==> config.mk <==
export PLATFORM = sky130hd
export DESIGN_NAME = periph_bus_slave_flat
export DESIGN_NICKNAME = d
export VERILOG_FILES = /design/src/rtl/periph_bus_slave_if.sv /design/src/rtl/periph_bus_slave.sv /design/src/flat_wrapper.sv
export SDC_FILE = /design/constraint.sdc
export NUM_CORES = 1
export LEC_CHECK = 0
export BUFFER_PORTS_ARGS = -buffer_cell sky130_fd_sc_hd__buf_2
export CAP_MARGIN = 20
export CORE_ASPECT_RATIO = 1.2
export CORE_MARGIN = 2
export CORE_UTILIZATION = 50
export CTS_CLUSTER_SIZE = 16
export DETAILED_ROUTE_END_ITERATION = 10
export PLACE_DENSITY = 0.75
export SETUP_SLACK_MARGIN = 0.1
export SYNTH_ARGS = -nofsm -noshare
export SYNTH_HDL_FRONTEND = slang
export SYNTH_SLANG_ARGS = --single-unit
==> constraint.sdc <==
create_clock -name clk -period 2.9 [get_ports clk]
set_input_delay 0.145 -clock clk [delete_from_list [all_inputs] [get_ports clk]]
set_output_delay 0.145 -clock clk [all_outputs]
set_load 0.01 [all_outputs]
==> src/rtl/periph_bus_slave_if.sv <==
// CPU peripheral bus: read/write strobes, byte address, write data and combinational read data.
interface periph_bus_slave_if;
  logic        rd;
  logic        wr;
  logic [31:0] addr;
  logic [31:0] wdata;
  logic [31:0] rdata;

  modport master (output rd, output wr, output addr, output wdata, input rdata);
  modport slave  (input rd, input wr, input addr, input wdata, output rdata);
endinterface

==> src/rtl/periph_bus_slave.sv <==
// Peripheral target: reloadable timer with IRQ, LED/digi registers, synced switches; SYSTICK if PERIPH_SYSTICK_EN.
// Latency: reads are combinational (0 cycles); writes commit on the clock edge where wr is high.
// Backpressure: none; every strobe is accepted in the cycle it is presented.
module periph_bus_slave #(
  parameter logic [31:0] TIMER_RESET_TH = 32'hFFFF_FC00,
  parameter logic [31:0] TIMER_RESET_TL = 32'hFFFF_FC00
) (
  input  logic               clk,
  input  logic               reset,
  periph_bus_slave_if.slave  bus,
  input  logic [7:0]         switch,
  output logic [7:0]         led,
  output logic [11:0]        digi,
  output logic               irqout
);
  localparam logic [29:0] WA_TH   = 30'h1000_0000;
  localparam logic [29:0] WA_TL   = 30'h1000_0001;
  localparam logic [29:0] WA_TCON = 30'h1000_0002;
  localparam logic [29:0] WA_LED  = 30'h1000_0003;
  localparam logic [29:0] WA_SW   = 30'h1000_0004;
  localparam logic [29:0] WA_DIGI = 30'h1000_0005;

  logic [31:0] th_q, th_d, tl_q, tl_d;
  logic [2:0]  tcon_q, tcon_d;
  logic [7:0]  led_q, led_d;
  logic [11:0] digi_q, digi_d;
  logic [7:0]  sw_meta_q, sw_meta_d, sw_sync_q, sw_sync_d;
  logic [29:0] word;
  logic        wr_th, wr_tl, wr_tcon, wr_led, wr_digi, ovf;
  logic [31:0] rdata_c;
  logic        unused_addr_lo;

  assign word           = bus.addr[31:2];
  assign unused_addr_lo = ^bus.addr[1:0];
  assign wr_th          = bus.wr && (word == WA_TH);
  assign wr_tl          = bus.wr && (word == WA_TL);
  assign wr_tcon        = bus.wr && (word == WA_TCON);
  assign wr_led         = bus.wr && (word == WA_LED);
  assign wr_digi        = bus.wr && (word == WA_DIGI);
  assign ovf            = tcon_q[0] && (tl_q == 32'hFFFF_FFFF);

  always_comb begin
    th_d      = wr_th ? bus.wdata : th_q;
    tl_d      = tl_q;
    tcon_d    = wr_tcon ? bus.wdata[2:0] : tcon_q;
    led_d     = wr_led ? bus.wdata[7:0] : led_q;
    digi_d    = wr_digi ? bus.wdata[11:0] : digi_q;
    sw_meta_d = switch;
    sw_sync_d = sw_meta_q;
    // A CPU write to TL overrides both the count and the reload, and suppresses the IRQ.
    if (wr_tl) begin
      tl_d = bus.wdata;
    end else if (ovf) begin
      tl_d = th_q;
    end else if (tcon_q[0]) begin
      tl_d = tl_q + 32'd1;
    end
    if (ovf && tcon_q[1] && !wr_tl) begin
      tcon_d[2] = 1'b1;
    end
  end

  always_ff @(posedge clk or posedge reset) begin
    if (reset) begin
      th_q      <= TIMER_RESET_TH;
      tl_q      <= TIMER_RESET_TL;
      tcon_q    <= 3'b000;
      led_q     <= 8'h00;
      digi_q    <= 12'h000;
      sw_meta_q <= 8'h00;
      sw_sync_q <= 8'h00;
    end else begin
      th_q      <= th_d;
      tl_q      <= tl_d;
      tcon_q    <= tcon_d;
      led_q     <= led_d;
      digi_q    <= digi_d;
      sw_meta_q <= sw_meta_d;
      sw_sync_q <= sw_sync_d;
    end
  end

`ifdef PERIPH_SYSTICK_EN
  localparam logic [29:0] WA_TICK = 30'h1000_0006;
  logic [31:0] systick_q, systick_d;

  assign systick_d = systick_q + 32'd1;

  always_ff @(posedge clk or posedge reset) begin
    if (reset) begin
      systick_q <= 32'h0;
    end else begin
      systick_q <= systick_d;
    end
  end
`endif

  always_comb begin
    rdata_c = 32'h0;
    if (bus.rd) begin
      case (word)
        WA_TH:   rdata_c = th_q;
        WA_TL:   rdata_c = tl_q;
        WA_TCON: rdata_c = {29'h0, tcon_q};
        WA_LED:  rdata_c = {24'h0, led_q};
        WA_SW:   rdata_c = {24'h0, sw_sync_q};
        WA_DIGI: rdata_c = {20'h0, digi_q};
`ifdef PERIPH_SYSTICK_EN
        WA_TICK: rdata_c = systick_q;
`endif
        default: rdata_c = 32'h0;
      endcase
    end
  end

  assign bus.rdata = rdata_c;
  assign led       = led_q;
  assign digi      = digi_q;
  assign irqout    = tcon_q[2];
endmodule

==> src/flat_wrapper.sv <==
// flat-port wrapper written by rule: the top's interface ports become plain ports
module periph_bus_slave_flat 
#(
  parameter logic [31:0] TIMER_RESET_TH = 32'hFFFF_FC00,
  parameter logic [31:0] TIMER_RESET_TL = 32'hFFFF_FC00
)
  (clk, reset, switch, led, digi, irqout, bus_rd, bus_wr, bus_addr, bus_wdata, bus_rdata);
  periph_bus_slave_if bus_i ();
  input  logic clk;
  input  logic reset;
  input  logic [7:0] switch;
  output logic [7:0] led;
  output logic [11:0] digi;
  output logic irqout;
  input wire logic [$bits(bus_i.rd)-1:0] bus_rd;
  input wire logic [$bits(bus_i.wr)-1:0] bus_wr;
  input wire logic [$bits(bus_i.addr)-1:0] bus_addr;
  input wire logic [$bits(bus_i.wdata)-1:0] bus_wdata;
  output wire logic [$bits(bus_i.rdata)-1:0] bus_rdata;
  assign bus_i.rd = bus_rd;
  assign bus_i.wr = bus_wr;
  assign bus_i.addr = bus_addr;
  assign bus_i.wdata = bus_wdata;
  assign bus_rdata = bus_i.rdata;
  periph_bus_slave #(.TIMER_RESET_TH(TIMER_RESET_TH), .TIMER_RESET_TL(TIMER_RESET_TL)) u_core (.clk(clk), .reset(reset), .bus(bus_i), .switch(switch), .led(led), .digi(digi), .irqout(irqout));
endmodule
==> impl_results.md <==
- Busiest grt layer: met2
- I/O Pins: 129
- CTS tree: done
- Slowest stage cell, crit path: or4_4
- Reg-to-reg setup timing slack: 0.44 ns
- Clk_lat worst skew: 0.35 ns
- DP Wirelength: 11.56 mm
- RePlAce Congestion: 0.8704
- Antenna Cells: 0
- Peak Freq: 406.8 MHz
- CP startpoint kind: flip-flop
- DRT Pass-1 Iters: 5
- First-pass GRT wire length: 26.27 mm
- Syn Inst Count: 598
- Initial drt markers: 287
- VDD IR max: 355.2 uV
- Avg Cell Area, Syn: 9.903 um^2
- HP Class: in -> reg
- Met1 track demand over resource: 34.21%
- Kind of critical path: reg -> reg
- TritonCTS Buffers: 9
- Post-synthesis cell area: 0.005922 mm^2
- Endpoints failing setup: 0
- Most frequent cells in the layout: 126 x buf_2, 69 x nor2_1, 59 x dfrtp_1
- Met3 Usage GRT: 3.505%
- GRT met2 Usage: 46.37%
- Gr usage total: 26.63%
- H-tree depth: 3
- Critical Path, Cell by Cell: ha_1, nand3_1, or4_4, or3_1, a311oi_1, o21ai_0
- Power per cell area: 398.4 mW/mm^2
- Synth top area share: 24.93%
- Hold_ws: 0.009774 ns
- Max-slew violation count: 0
- Lkg Pwr: 3.172 nW
- Number of synthesized flops with an enable pin: 0
- Vias in the first global route: 5,151
- Synth warn: 0
- Final wirelength: 16.31 mm
- Overflow left after global routing: 0
- Clock Tree Root: clkbuf_16
- Max Cap Viol: 0
- Layout area overhead: 21.32%
- Run status: finished, final reports clean
- Max Root-Sink Buffers: 2
- Largest net degree at the start of global routing: 47
- Final hold vios: 0
- Critical Path AT: 2.68 ns
- Postcts setup bufs: 0
- Area contributors post-synth: dfrtp_1 25%, dfstp_2 20%, mux2_2 11%, mux2i_1 4.6%, nor2_1 4.4%
- Post-DRT Antenna Nets: 0
- Sum Neg Setup Slack: 0 ns
- Worst Skew: 0.007107 ns
- CP endpoint kind: flip-flop
- Commonest non-fill, non-tap cell in the layout: buf_2
- Clk sinks: 103
- Total Nets Final: 806
- RSZ-0062 raised after global routing: false
- Minimum clock period: 2.458 ns
- Routed vias/inst: 5.852
- Initial antenna violation count: 0
- Synth unique cells: 59
- Synth Flop Type: dfrtp_1
- Vias post-DR: 5,214
- Worst-path maximum fanout: 6
- Core Util, Final: 62.11%
- Post-synthesis sequential area ratio: 44.45%
- Fraction of layout cells with a size suffix above 1: 38.83%
- Final Cell Area: 0.007184 mm^2
- DIE WIDTH: 103.3 um
- Wirelength per Cell: 18.30 um
- DRC errors left: 0
- Port bufs: 126
- Full die area: 0.01273 mm^2
- Worst-Margin Slew: 0.7203 ns
- Slowest Stage Delay on Critical Path: 0.55 ns
- Initial core utilization: 51.20%
- Flops & latches, synth: 103
- Site Rows: 43
- Area post-placement: 0.006787 mm^2
- FFs w/ async S/R, synth: 100.0%
- Slew margin rel.: 51.30%
- Std-Cell Core Area: 0.01157 mm^2
- Leading area contributor after synthesis: dfrtp_1
- Clock transition at the registers of the reported paths: 0.07 ns
- Die H: 123.2 um
- Worst path required time: 3.12 ns
- Post-Synthesis Net Count: 675
- Final period utilization: 84.76%
- Final Power: 2.862 mW
[final cells by class]
class | count | area (um^2)
clock buffer | 10 | 239.0
fill | 956 | 4383
tap | 157 | 196.4
inverter | 12 | 47.55
clock inverter | 6 | 68.82
sequential | 103 | 2633
timing repair buffer | 160 | 908.4
multi-input combinational | 443 | 3092
[report_power, final]
group / leakage [nW] / switching (mW) / internal [mW]
clock: 0.149 / 0.558 / 0.698
combinational: 1.81 / 0.0916 / 0.0613
sequential: 1.21 / 0.00297 / 1.45
[worst max-delay path: cells and delay by family, from the launching register on]
family / cells / cell delay, ns
AOI/OAI and AO/OA: 2 / 0.43
and+or+nand+nor: 3 / 1.10
adders and majority gates: 1 / 0.31
DFF: 1 / 0.48
[path summary, 6_finish.rpt]
path | cells after the start | to | start
min in group asynchronous | 3 | u_core.led[1]$_DFFE_PP0P_ | reset
worst min-delay path | 3 | u_core.tl_q[28]$_DFFE_PP1P_ | bus_wdata[28]
worst max register to register | 6 | u_core.tl_q[0]$_DFFE_PP0P_ | u_core.tl_q[0]$_DFFE_PP0P_
max in group asynchronous | 4 | u_core.th_q[20]$_DFFE_PP1P_ | reset
worst max-delay path | 6 | u_core.tl_q[0]$_DFFE_PP0P_ | u_core.tl_q[0]$_DFFE_PP0P_
worst min register to register | 0 | u_core.sw_sync_q[2]$_DFF_PP0_ | u_core.sw_meta_q[2]$_DFF_PP0_
[synthesized netlist by cell type (all sizes together) (2+ instances only)]
cell / count
a211oi: 5
o31a: 3
nor4: 21
inv: 10
a22oi: 25
buf: 16
and4: 9
xor2: 2
nor3: 11
o21ai: 28
a31oi: 5
nand2b: 3
nand3: 15
a21oi: 27
nor2b: 11
a41o: 2
a22o: 5
mux2i: 27
and3: 9
clkinv: 2
nand4: 15
o31ai: 17
nand2: 38
or3: 4
dfrtp: 59
xnor2: 7
nor3b: 2
o21bai: 3
dfstp: 44
clkbuf: 24
mux2: 56
nor2: 69
nor4b: 2
and2: 2
a221oi: 5
or4: 3
or2: 2
[state kept, by name, summed over array words and instances, names as in the netlist]
name / cells
u_core.sw_meta_q: 8
u_core.led: 8
u_core.digi: 12
u_core.sw_sync_q: 8
u_core.tcon_q: 3
u_core.th_q: 32
u_core.tl_q: 32
[per-stage QoR]
stage | instances | setup WS [ns]
floorplan | 598 | 0.1240
global placement | 866 | 0.4719
detailed placement | 866 | 0.4019
CTS | 891 | 0.4504
global route | 891 | 0.2719
finish | 891 | 0.4419
[kinds of logic after synthesis]
kind of cell | synth area share (%)
and+or+nand+nor | 20.05
AOI/OAI and AO/OA | 14.98
DFF | 44.45
muxes | 15.21
buffers and inverters | 3.761
xor gates and xnor gates | 1.331
adders and majority gates | 0.2112
[routing by layer]
| layer | share of wire [%] | vias to the layer above | routed length, um |
|---|---|---|---|
| li1 | - | 2493 | - |
| met1 | 42 | 2534 | 6862 |
| met2 | 52 | 172 | 8433 |
| met3 | 5.0 | 15 | 817 |
| met4 | 1.2 | 0 | 195 |
| met5 | 0 | - | 0 |
[repair_timing]
action	4_1_cts	5_1_grt
hold buffers	9	0
resized for setup	0	0
endpoints found under the hold margin	50	0
No activity file was read; power rests on OpenSTA's default activity.
